--- src/rtl/sata_identify_ctrl_pkg.sv ---
// rtl/sata_identify_ctrl_pkg.sv - shared SATA FIS type and ATA command codes, H2D command FIS builder
package sata_identify_ctrl_pkg;

  localparam logic [7:0]  REG_H2D_FIS      = 8'h27;
  localparam logic [7:0]  REG_D2H_FIS      = 8'h34;
  localparam logic [7:0]  ATA_CMD_IDENTIFY = 8'hEC;
  localparam int unsigned H2D_FIS_DWORDS   = 5;

  typedef logic [H2D_FIS_DWORDS-1:0][31:0] h2d_fis_t;

  // Byte 1 bit 7 is the C bit: this FIS carries a new command
  function automatic h2d_fis_t build_h2d_cmd(input logic [7:0] cmd);
    h2d_fis_t fis;
    fis    = '0;
    fis[0] = {8'h00, cmd, 8'h80, REG_H2D_FIS};
    return fis;
  endfunction

endpackage

--- src/rtl/sata_h2d_fis_tx.sv ---
// rtl/sata_h2d_fis_tx.sv - 5-dword H2D FIS sequencer; dword/eop held while valid and not ready
module sata_h2d_fis_tx
  import sata_identify_ctrl_pkg::*;
(
  input  logic        clk,
  input  logic        reset,
  input  logic        i_start,
  input  logic        i_abort,
  input  h2d_fis_t    i_fis,
  output logic [31:0] o_dat,
  output logic        o_val,
  output logic        o_eop,
  input  logic        i_rdy,
  output logic        o_done
);

  localparam logic [2:0] LAST_IDX = 3'(H2D_FIS_DWORDS - 1);

  logic [2:0]  r_idx;
  logic [31:0] r_dat;
  logic        r_val;
  logic        r_eop;
  logic        w_accept;
  logic [2:0]  w_next_idx;

  assign w_accept   = r_val && i_rdy;
  assign w_next_idx = r_idx + 3'd1;

  // Abort outranks start so a link drop always silences the stream
  always_ff @(posedge clk or posedge reset) begin
    if (reset) begin
      r_idx <= '0;
      r_dat <= '0;
      r_val <= 1'b0;
      r_eop <= 1'b0;
    end else if (i_abort) begin
      r_idx <= '0;
      r_dat <= '0;
      r_val <= 1'b0;
      r_eop <= 1'b0;
    end else if (i_start) begin
      r_idx <= '0;
      r_dat <= i_fis[0];
      r_val <= 1'b1;
      r_eop <= 1'b0;
    end else if (w_accept) begin
      if (r_eop) begin
        r_idx <= '0;
        r_dat <= '0;
        r_val <= 1'b0;
        r_eop <= 1'b0;
      end else begin
        r_idx <= w_next_idx;
        r_dat <= i_fis[w_next_idx];
        r_eop <= (w_next_idx == LAST_IDX);
      end
    end
  end

  assign o_dat  = r_dat;
  assign o_val  = r_val;
  assign o_eop  = r_eop;
  assign o_done = w_accept && r_eop;

endmodule

--- src/rtl/sata_identify_ctrl.sv ---
// rtl/sata_identify_ctrl.sv - IDENTIFY DEVICE sequencer: send H2D 0xEC, await parser result, retry
// Optional SATA_IDENTIFY_AUTOSTART_EN: a rising edge of link_ready also launches IDENTIFY.
module sata_identify_ctrl
  import sata_identify_ctrl_pkg::*;
#(
  parameter int TIMEOUT_CYCLES = 1_000_000,
  parameter int MAX_RETRIES    = 3
) (
  input  logic                             clk,
  input  logic                             reset,
  input  logic                             link_ready,
  input  logic                             start,
  output logic [31:0]                      o_dat,
  output logic                             o_val,
  output logic                             o_eop,
  input  logic                             o_rdy,
  input  logic [31:0]                      i_dat,
  input  logic                             i_val,
  input  logic                             i_eop,
  input  logic                             id_done,
  input  logic                             id_bad_crc,
  output logic                             busy,
  output logic                             identify_ok,
  output logic                             identify_fail,
  output logic [$clog2(MAX_RETRIES+2)-1:0] attempt_cnt
);

  localparam int CNT_W = $clog2(MAX_RETRIES + 2);
  localparam int TO_W  = $clog2(TIMEOUT_CYCLES);

  typedef enum logic [2:0] {S_IDLE, S_SEND, S_WAIT, S_DONE, S_FAIL} state_e;

  state_e           r_state;
  logic             r_busy, r_ok, r_fail;
  logic             r_done_q, r_bad_q, r_sof;
  logic [CNT_W-1:0] r_attempt;
  logic [TO_W-1:0]  r_to_cnt;

  logic     w_auto, w_idle_like, w_active, w_launch;
  logic     w_done_rise, w_d2h_err, w_err, w_timeout;
  logic     w_retry, w_can_retry, w_tx_start, w_tx_abort, w_tx_done;
  logic     w_unused;
  h2d_fis_t w_fis;

`ifdef SATA_IDENTIFY_AUTOSTART_EN
  logic r_link_q;
  always_ff @(posedge clk or posedge reset) begin
    if (reset) r_link_q <= 1'b0;
    else       r_link_q <= link_ready;
  end
  assign w_auto = link_ready && !r_link_q;
`else
  assign w_auto = 1'b0;
`endif

  assign w_fis       = build_h2d_cmd(ATA_CMD_IDENTIFY);
  assign w_unused    = &{1'b0, i_dat[31:17], i_dat[15:8]};
  assign w_idle_like = (r_state == S_IDLE) || (r_state == S_DONE) || (r_state == S_FAIL);
  assign w_active    = (r_state == S_SEND) || (r_state == S_WAIT);
  assign w_launch    = w_idle_like && link_ready && (start || w_auto);
  assign w_done_rise = id_done && !r_done_q;
  assign w_d2h_err   = i_val && r_sof && (i_dat[7:0] == REG_D2H_FIS) && i_dat[16];
  assign w_err       = (id_bad_crc && !r_bad_q) || w_d2h_err;
  assign w_timeout   = (r_to_cnt == TO_W'(TIMEOUT_CYCLES - 1));
  // An error outranks a same-cycle success; a success outranks the timeout
  assign w_retry     = (r_state == S_WAIT) && link_ready && (w_err || (w_timeout && !w_done_rise));
  assign w_can_retry = (r_attempt <= CNT_W'(MAX_RETRIES));
  assign w_tx_start  = w_launch || (w_retry && w_can_retry);
  assign w_tx_abort  = w_active && !link_ready;

  sata_h2d_fis_tx u_fis_tx (
    .clk     (clk),
    .reset   (reset),
    .i_start (w_tx_start),
    .i_abort (w_tx_abort),
    .i_fis   (w_fis),
    .o_dat   (o_dat),
    .o_val   (o_val),
    .o_eop   (o_eop),
    .i_rdy   (o_rdy),
    .o_done  (w_tx_done)
  );

  always_ff @(posedge clk or posedge reset) begin
    if (reset) begin
      r_state   <= S_IDLE;
      r_busy    <= 1'b0;
      r_ok      <= 1'b0;
      r_fail    <= 1'b0;
      r_done_q  <= 1'b0;
      r_bad_q   <= 1'b0;
      r_sof     <= 1'b1;
      r_attempt <= '0;
      r_to_cnt  <= '0;
    end else begin
      r_done_q <= id_done;
      r_bad_q  <= id_bad_crc;
      if (i_val) r_sof <= i_eop;
      case (r_state)
        S_IDLE, S_DONE, S_FAIL: begin
          if (w_launch) begin
            r_state   <= S_SEND;
            r_busy    <= 1'b1;
            r_ok      <= 1'b0;
            r_fail    <= 1'b0;
            r_attempt <= CNT_W'(1);
          end
        end
        S_SEND: begin
          if (!link_ready) begin
            r_state <= S_FAIL;
            r_busy  <= 1'b0;
            r_fail  <= 1'b1;
          end else if (w_tx_done) begin
            r_state  <= S_WAIT;
            r_to_cnt <= '0;
          end
        end
        S_WAIT: begin
          if (!link_ready) begin
            r_state <= S_FAIL;
            r_busy  <= 1'b0;
            r_fail  <= 1'b1;
          end else if (w_retry) begin
            r_to_cnt <= '0;
            if (w_can_retry) begin
              r_state   <= S_SEND;
              r_attempt <= r_attempt + CNT_W'(1);
            end else begin
              r_state <= S_FAIL;
              r_busy  <= 1'b0;
              r_fail  <= 1'b1;
            end
          end else if (w_done_rise) begin
            r_state <= S_DONE;
            r_busy  <= 1'b0;
            r_ok    <= 1'b1;
          end else begin
            r_to_cnt <= r_to_cnt + TO_W'(1);
          end
        end
        default: r_state <= S_IDLE;
      endcase
    end
  end

  assign busy          = r_busy;
  assign identify_ok   = r_ok;
  assign identify_fail = r_fail;
  assign attempt_cnt   = r_attempt;

endmodule

--- config.mk ---
export PLATFORM = sky130hd
export DESIGN_NAME = sata_identify_ctrl
export DESIGN_NICKNAME = d
export VERILOG_FILES = /design/src/rtl/sata_identify_ctrl_pkg.sv /design/src/rtl/sata_h2d_fis_tx.sv /design/src/rtl/sata_identify_ctrl.sv
export SDC_FILE = /design/constraint.sdc
export NUM_CORES = 1
export LEC_CHECK = 0
export ABC_CLOCK_PERIOD_IN_PS = 4700
export BUFFER_PORTS_ARGS = -buffer_cell sky130_fd_sc_hd__buf_2
export CAP_MARGIN = 20
export CORE_MARGIN = 2
export CORE_UTILIZATION = 50
export DETAILED_ROUTE_END_ITERATION = 8
export PLACE_DENSITY = 0.75
export SYNTH_ARGS = -nofsm -noshare
export SYNTH_HDL_FRONTEND = slang
export SYNTH_SLANG_ARGS = --single-unit
--- constraint.sdc ---
create_clock -name clk -period 4.7 [get_ports clk]
set_input_delay 0.235 -clock clk [delete_from_list [all_inputs] [get_ports clk]]
set_output_delay 0.235 -clock clk [all_outputs]
set_load 0.005 [all_outputs]
Word-level counts from Yosys, hierarchy flattened
Memory sizes are Yosys's and may differ from the RTL's.
Cells that the tools add are included.
W data, S select, Z words.
- register bits after elaboration: 69
- bits in latches: 0
- bits in writable memories: 0
- memory bits (read-only): 256
- bits of input ports: 41
- output and inout port bits: 40
- logic and storage cells: 131
- memories kept: 1
- memories (memory ; depth ; width ; read ports ; clocked after memory_dff ; wr ports ; RTL line ; RTL):
    (no name shown) ; 8 ; 32 ; 1 ; 0 ; 0 ; sata_h2d_fis_tx.sv:54 ; r_dat <= i_fis[w_next_idx];
- add/sub/neg operators: 3
- multipliers: 0
- divide/modulo/power cells: 0
- $lt $le $gt $ge: 2
- equal/unequal tests: 22
- shifts and indexed selects: 0
- mux-type cells: 52
- bitwise operators: 0
- reduce and logical (&&, ||, !) cells: 38
- operator list (cell ; count):
    $mux W32 ; 5
    $mux W20 ; 5
    $mux W3 ; 14
    $pmux W20 S2 ; 1
    $reduce_and A5 Y1 ; 5
    $mux W1 ; 22
    $add A20 B1 Y20 const B ; 1
    $eq A20 B20 Y1 const B ; 1
    $ne A2 B2 Y1 const B ; 8
    $logic_and A1 B1 Y1 ; 14
    $ne A3 B3 Y1 const B ; 3
    $pmux W3 S3 ; 1
    $reduce_bool A3 Y1 ; 3
    $eq A8 B6 Y1 const B ; 1
    $ne A4 B4 Y1 const B ; 2
    $add A3 B1 Y3 const B ; 2
    $eq A3 B2 Y1 const B ; 2
    $eq A3 B3 Y1 const B ; 2
    $logic_or A1 B1 Y1 ; 6
    $pmux W1 S3 ; 2
    $pmux W3 S2 ; 1
    $logic_not A1 Y1 ; 4
    $lt A3 B4 Y1 const B ; 1
    $reduce_bool A2 Y1 ; 2
    9 further kinds ; 9

Logic depth before layout (Yosys ltp)
- depth in word-level cells: 10
- mapped depth: 7
- gate-level depth less buffers: 5

Modules after synthesis
A second synthesis with hierarchy kept.
- cell total of the unflattened synthesis: 589
- area total of the unflattened synthesis: 5343.9 sq um
- by module, submodules not included (module ; times used ; cells each ; area each (sq um) ; seq. area each (sq um)):
    sata_h2d_fis_tx ; 1 ; 366 ; 3365.7 ; 925.9
    sata_identify_ctrl ; 1 ; 223 ; 1978.1 ; 802.0

Worst setup path after synthesis
OpenSTA, ideal clock, no wires.
- path type: register to register
- start point: register r_to_cnt[15]
- end point: register r_attempt[0], in the netlist attempt_cnt[0]
- setup time: 125 ps
- arrival time: 1906 ps
- data required time: 4575 ps
- slack: 2669 ps
- cell stages (with the launch flop): 8
- path buffers: 2
- clock period less this slack: 2031 ps
- path through: dfrtp_1 buf_2 and4bb_2 nand4_2 o21a_4 or3_1 clkbuf_2 mux2_4
- cells in the longest elaborated chain, start to end: 6
- ends and longest elaborated chain (element ; RTL line ; RTL):
    start: declaration ; sata_identify_ctrl.sv:37 ; logic [TO_W-1:0] r_to_cnt;
    start signal: assignment ; sata_identify_ctrl.sv:139 ; r_to_cnt <= r_to_cnt + TO_W'(1);
    $eq A20 B20 Y1 ; sata_identify_ctrl.sv:64 ; assign w_timeout = (r_to_cnt == TO_W'(TIMEOUT_CYCLES - 1));
    $logic_and A1 B1 Y1 ; sata_identify_ctrl.sv:66 ; assign w_retry = (r_state == S_WAIT) && link_ready && (w_err || (w_timeout && !w_done_rise));
    $logic_or A1 B1 Y1 ; sata_identify_ctrl.sv:66 ;
    $logic_and A1 B1 Y1 ; sata_identify_ctrl.sv:66 ;
    $ne A2 B2 Y1 (no line) ; - ;
    $reduce_and A5 Y1 (no line) ; - ;
    end signal: assignment ; sata_identify_ctrl.sv:128 ; r_attempt <= r_attempt + CNT_W'(1);
    end: declaration ; sata_identify_ctrl.sv:36 ; logic [CNT_W-1:0] r_attempt;
No other way between the ends.
A chain may end at the register's enable or synchronous reset.

Final worst setup path
- start point: register r_sof
- end point: register r_to_cnt[19]
- cells in the longest elaborated chain, start to end: 9
- elaborated cells on any way between the ends: 11
- those cells by class: eq/ne: 1; mux: 3; reduce/logical: 7
- ends and longest elaborated chain (element ; RTL line ; RTL):
    start: declaration ; sata_identify_ctrl.sv:35 ; logic r_done_q, r_bad_q, r_sof;
    start signal: assignment ; sata_identify_ctrl.sv:98 ; if (i_val) r_sof <= i_eop;
    $logic_and A1 B1 Y1 * (3 in series) ; sata_identify_ctrl.sv:62 ; assign w_d2h_err = i_val && r_sof && (i_dat[7:0] == REG_D2H_FIS) && i_dat[16];
    $logic_or A1 B1 Y1 * ; sata_identify_ctrl.sv:63 ; assign w_err = (id_bad_crc && !r_bad_q) || w_d2h_err;
    $logic_or A1 B1 Y1 * ; sata_identify_ctrl.sv:66 ;
    $logic_and A1 B1 Y1 * ; sata_identify_ctrl.sv:66 ;
    $mux W20 ; sata_identify_ctrl.sv:124 ; end else if (w_retry) begin
    $mux W20 ; sata_identify_ctrl.sv:120 ; if (!link_ready) begin
    $pmux W20 S2 ; sata_identify_ctrl.sv:99 ; case (r_state)
Mark *: on every way between the ends. The rest lies on a longest branch, timed or not. The select of a mux whose other input is x is not followed.

==> impl_summary.log <==
INFO  metric rsz0062_at_grt = no
INFO  metric rrSetupSlack = 2.22 ns
INFO  metric insertedDiodeCount = 0
INFO  metric post_synth_most_frequent_cells = nand2_1 (46), dfrtp_1 (37), buf_4 (31)
INFO  metric crit_path_start_kind = flip-flop
INFO  metric ios = 81
INFO  metric synthesis.instances = 291
INFO  metric worst_setup_path_endpoint = r_to_cnt[19]
INFO  metric die_footprint = 5719 um^2
INFO  metric clock_latency = 0.29 ns
INFO  metric layout-area-overhead-vs-synth = 8.488%
INFO  metric static-leakage-power = 0.001210 uW
INFO  metric clk_pin_slew_worst_paths = 0.08 ns
INFO  metric cts_root_buf = clkbuf_8
INFO  metric vdd_ir_drop_max = 0.2328 mV
INFO  metric grt_antenna_before_repair = 0
INFO  metric critical_path.slowest_cell = o21ai_1
INFO  metric setup_viol = 0
INFO  metric critical_path_class = flip-flop to flip-flop
INFO  metric regToRegStartpoint = r_sof
INFO  metric routabilityCongestion = 0.8052
INFO  metric postSynth.topFlopCell = dfrtp_1
INFO  metric netlist_top_cells_area = dfrtp_1 (36%), buf_4 (9.1%), nand2_1 (6.7%)
INFO  metric finalClockSkew = 0.006977 ns
INFO  metric slew_viol_final = 0
INFO  metric stdcell_area = 2783 um^2
INFO  metric floorplan.initialDensity = 50.87%
INFO  metric post_drt_wl_per_cell = 14.26 um
INFO  metric detailedRoute.firstPassIterationCount = 4
INFO  metric critical-path-top-delay-family = compound AO/OA/AOI/OAI gates
INFO  metric crit_path_max_fanout = 14
INFO  metric floorplan.die.width = 75.63 um
INFO  metric cts_inserted_buffers = 5
INFO  metric htree_num_levels = 2
INFO  metric post_drt_via_cell_ratio = 5.688
INFO  metric finalWorstPathRequiredPeriod = 2.479 ns
INFO  metric path_cells = and4bb_2 -> a41oi_1 -> o21a_4 -> o21ai_1 -> o211ai_1
INFO  metric initial_detailed_routing_violation_count = 229
INFO  metric crit_start = r_sof
INFO  metric yosysMostFrequentCell = nand2_1
INFO  metric r2r-end = r_to_cnt[19]
INFO  metric critical_path_required = 4.83 ns
INFO  metric place.port_buffers = 35
INFO  metric critical_path.endpoint_type = flip-flop
INFO  metric synth_cell_types = 58
INFO  metric fin_hold_ws = 0.04258 ns
INFO  metric cts_hold_buf = 0
INFO  metric grt_max_degree = 39
INFO  metric via_count_of_the_first_global_routing_pass = 1876
INFO  metric crit_buf_inv = 0
INFO  metric cts.repair_timing.setup_buffer_count = 0
INFO  metric hold_class = primary input to asynchronous set/reset pin
INFO  metric maxCapViolCount = 0
INFO  metric postRouteAntennaNets = 0
INFO  metric power_density = 387.6 nW/um^2
INFO  metric async_reset_ff_share = 100.0%
INFO  metric grt_first_pass_wirelength = 8832 um
INFO  metric worst_r2r_path_depth = 5
INFO  metric synth-edff-count = 0
INFO  metric ctsLongestPathBuffers = 2
INFO  metric cts_tree = done
INFO  metric routed-via-count = 2190
INFO  metric design.core.area = 5042 um^2
INFO  metric core.rowCount = 26
INFO  metric proportion_of_netlist_area_held_by_the_largest_area_contributor = 36.10%
INFO  metric post_cts.resized_instances = 0
INFO  metric max_freq = 0.4034 GHz
INFO  metric status = finished clean
INFO  metric detail_route.wirelength = 5490 um
INFO  metric dpl.hpwl = 3894 um
INFO  metric drc = 0
INFO  metric cp_num_cells = 5
INFO  metric post_synthesis_instance_area = 2565 um^2
INFO  metric groute.usage.overall = 20.27%
INFO  metric synth_largest_area_cell = dfrtp_1
INFO  metric cts.sinks = 38
INFO  metric floorplan.die.height = 75.63 um
INFO  metric period_share = 52.75%
INFO  metric dpl_cell_area = 2640 um^2
INFO  metric syn_avg_cell_area = 8.814 um^2
INFO  metric ys.warnings.count = 0
INFO  metric hold_viol = 0
INFO  metric final_layout_size_suffix_gt1_share = 17.78%
INFO  metric layout.area.seq = 952.2 um^2
INFO  metric multi_input_area = 1384 um^2
INFO  metric layout.filler_cells = 459
INFO  metric synth_seq_area_share = 37.12%
INFO  metric slew-limit-headroom = 27.78%
INFO  metric grt_remaining_overflow = 0
INFO  metric worst_slew_pin_slew = 1.076 ns
INFO  metric cp_data_arrival_time = 2.61 ns
INFO  metric final.setup.tns = 0 ns
INFO  metric synth-seq-cells = 38
INFO  metric final_stage_net_count = 360
INFO  metric crit_path_max_incr_delay = 0.83 ns
==> tightest hold or removal path, delay by kind of cell <==
kind,cells,cell delay (ns)
buf+inv,3,0.54
==> cell families after synthesis <==
| family | count (synthesis) | synth area share [%] |
|---|---|---|
| AOI/OAI and AO/OA | 63 | 17.71 |
| muxes | 5 | 2.195 |
| other | 1 | 0.1462 |
| adders and majority gates | 5 | 2.439 |
| and+or+nand+nor | 127 | 27.71 |
| DFF | 38 | 37.12 |
| xor gates and xnor gates | 2 | 0.6831 |
| buffers and inverters | 50 | 12.00 |
==> worst min path at each step <==
stage	cells past startpoint	end	from	slack, ns
global route	1	r_bad_q	id_bad_crc	0.05
global placement	1	r_bad_q	id_bad_crc	0.36
finish	3	r_to_cnt[4]	reset	0.04
detailed placement	1	r_bad_q	id_bad_crc	0.36
CTS	1	r_bad_q	id_bad_crc	0.06
floorplan	0	r_bad_q	id_bad_crc	0.27
==> where the power goes <==
part,internal (uW),leakage [uW],switching (uW),total [uW]
clock network,226,0.0000714,120,347
registers,380,0.000491,75.8,456
logic,132,0.000647,145,276
total,738,0.00121,341,1080
==> area by class of cell <==
type | instances | share of cell area (%)
clock inverter | 2 | 2.158
tap | 70 | 3.147
sequential | 38 | 34.22
inverter | 9 | 1.214
clock buffer | 6 | 2.968
multi-input combinational | 224 | 49.73
timing repair buffer | 36 | 6.565
==> sequential cells by signal, indices dropped and copies added, names as in the netlist, 3 cells and up <==
name,count
r_to_cnt,20
attempt_cnt,3
r_state,3
u_fis_tx.r_idx,3
==> cell usage in the layout, fill, tap and decap left out, types with 4 or more instances in the layout <==
master and n:
nor3_1 4, nor2b_1 6, ha_1 5, conb_1 22, dfrtp_1 37, inv_1 9
a21oi_1 11, nand4_1 10, o21ai_0 10, and2_1 4, or3_1 12, nor2_1 12
nand2_1 46, buf_2 35, nand2b_1 5, nand3_1 8, clkbuf_8 6, o211ai_1 13
==> through the flow <==
step	worst slack (ns)	power, uW	utilization, %	instances
after floorplan	2.669	691.2	-	312
after global placement	2.221	722.7	52.36	377
after detailed placement	2.225	733.3	52.36	377
after CTS	2.219	1081	55.19	385
after global routing	1.985	1153	55.19	385
final	2.221	1079	55.19	385
==> layer usage <==
layer	vias up	global-route usage, %	part of all wire, %
met5	-	0	0
met4	0	5.848	0.87
met3	4	4.101	5.0
met2	66	32.56	50
met1	1060	27.90	44
li1	1060	-	-
No activity file was read; power rests on OpenSTA's default activity.
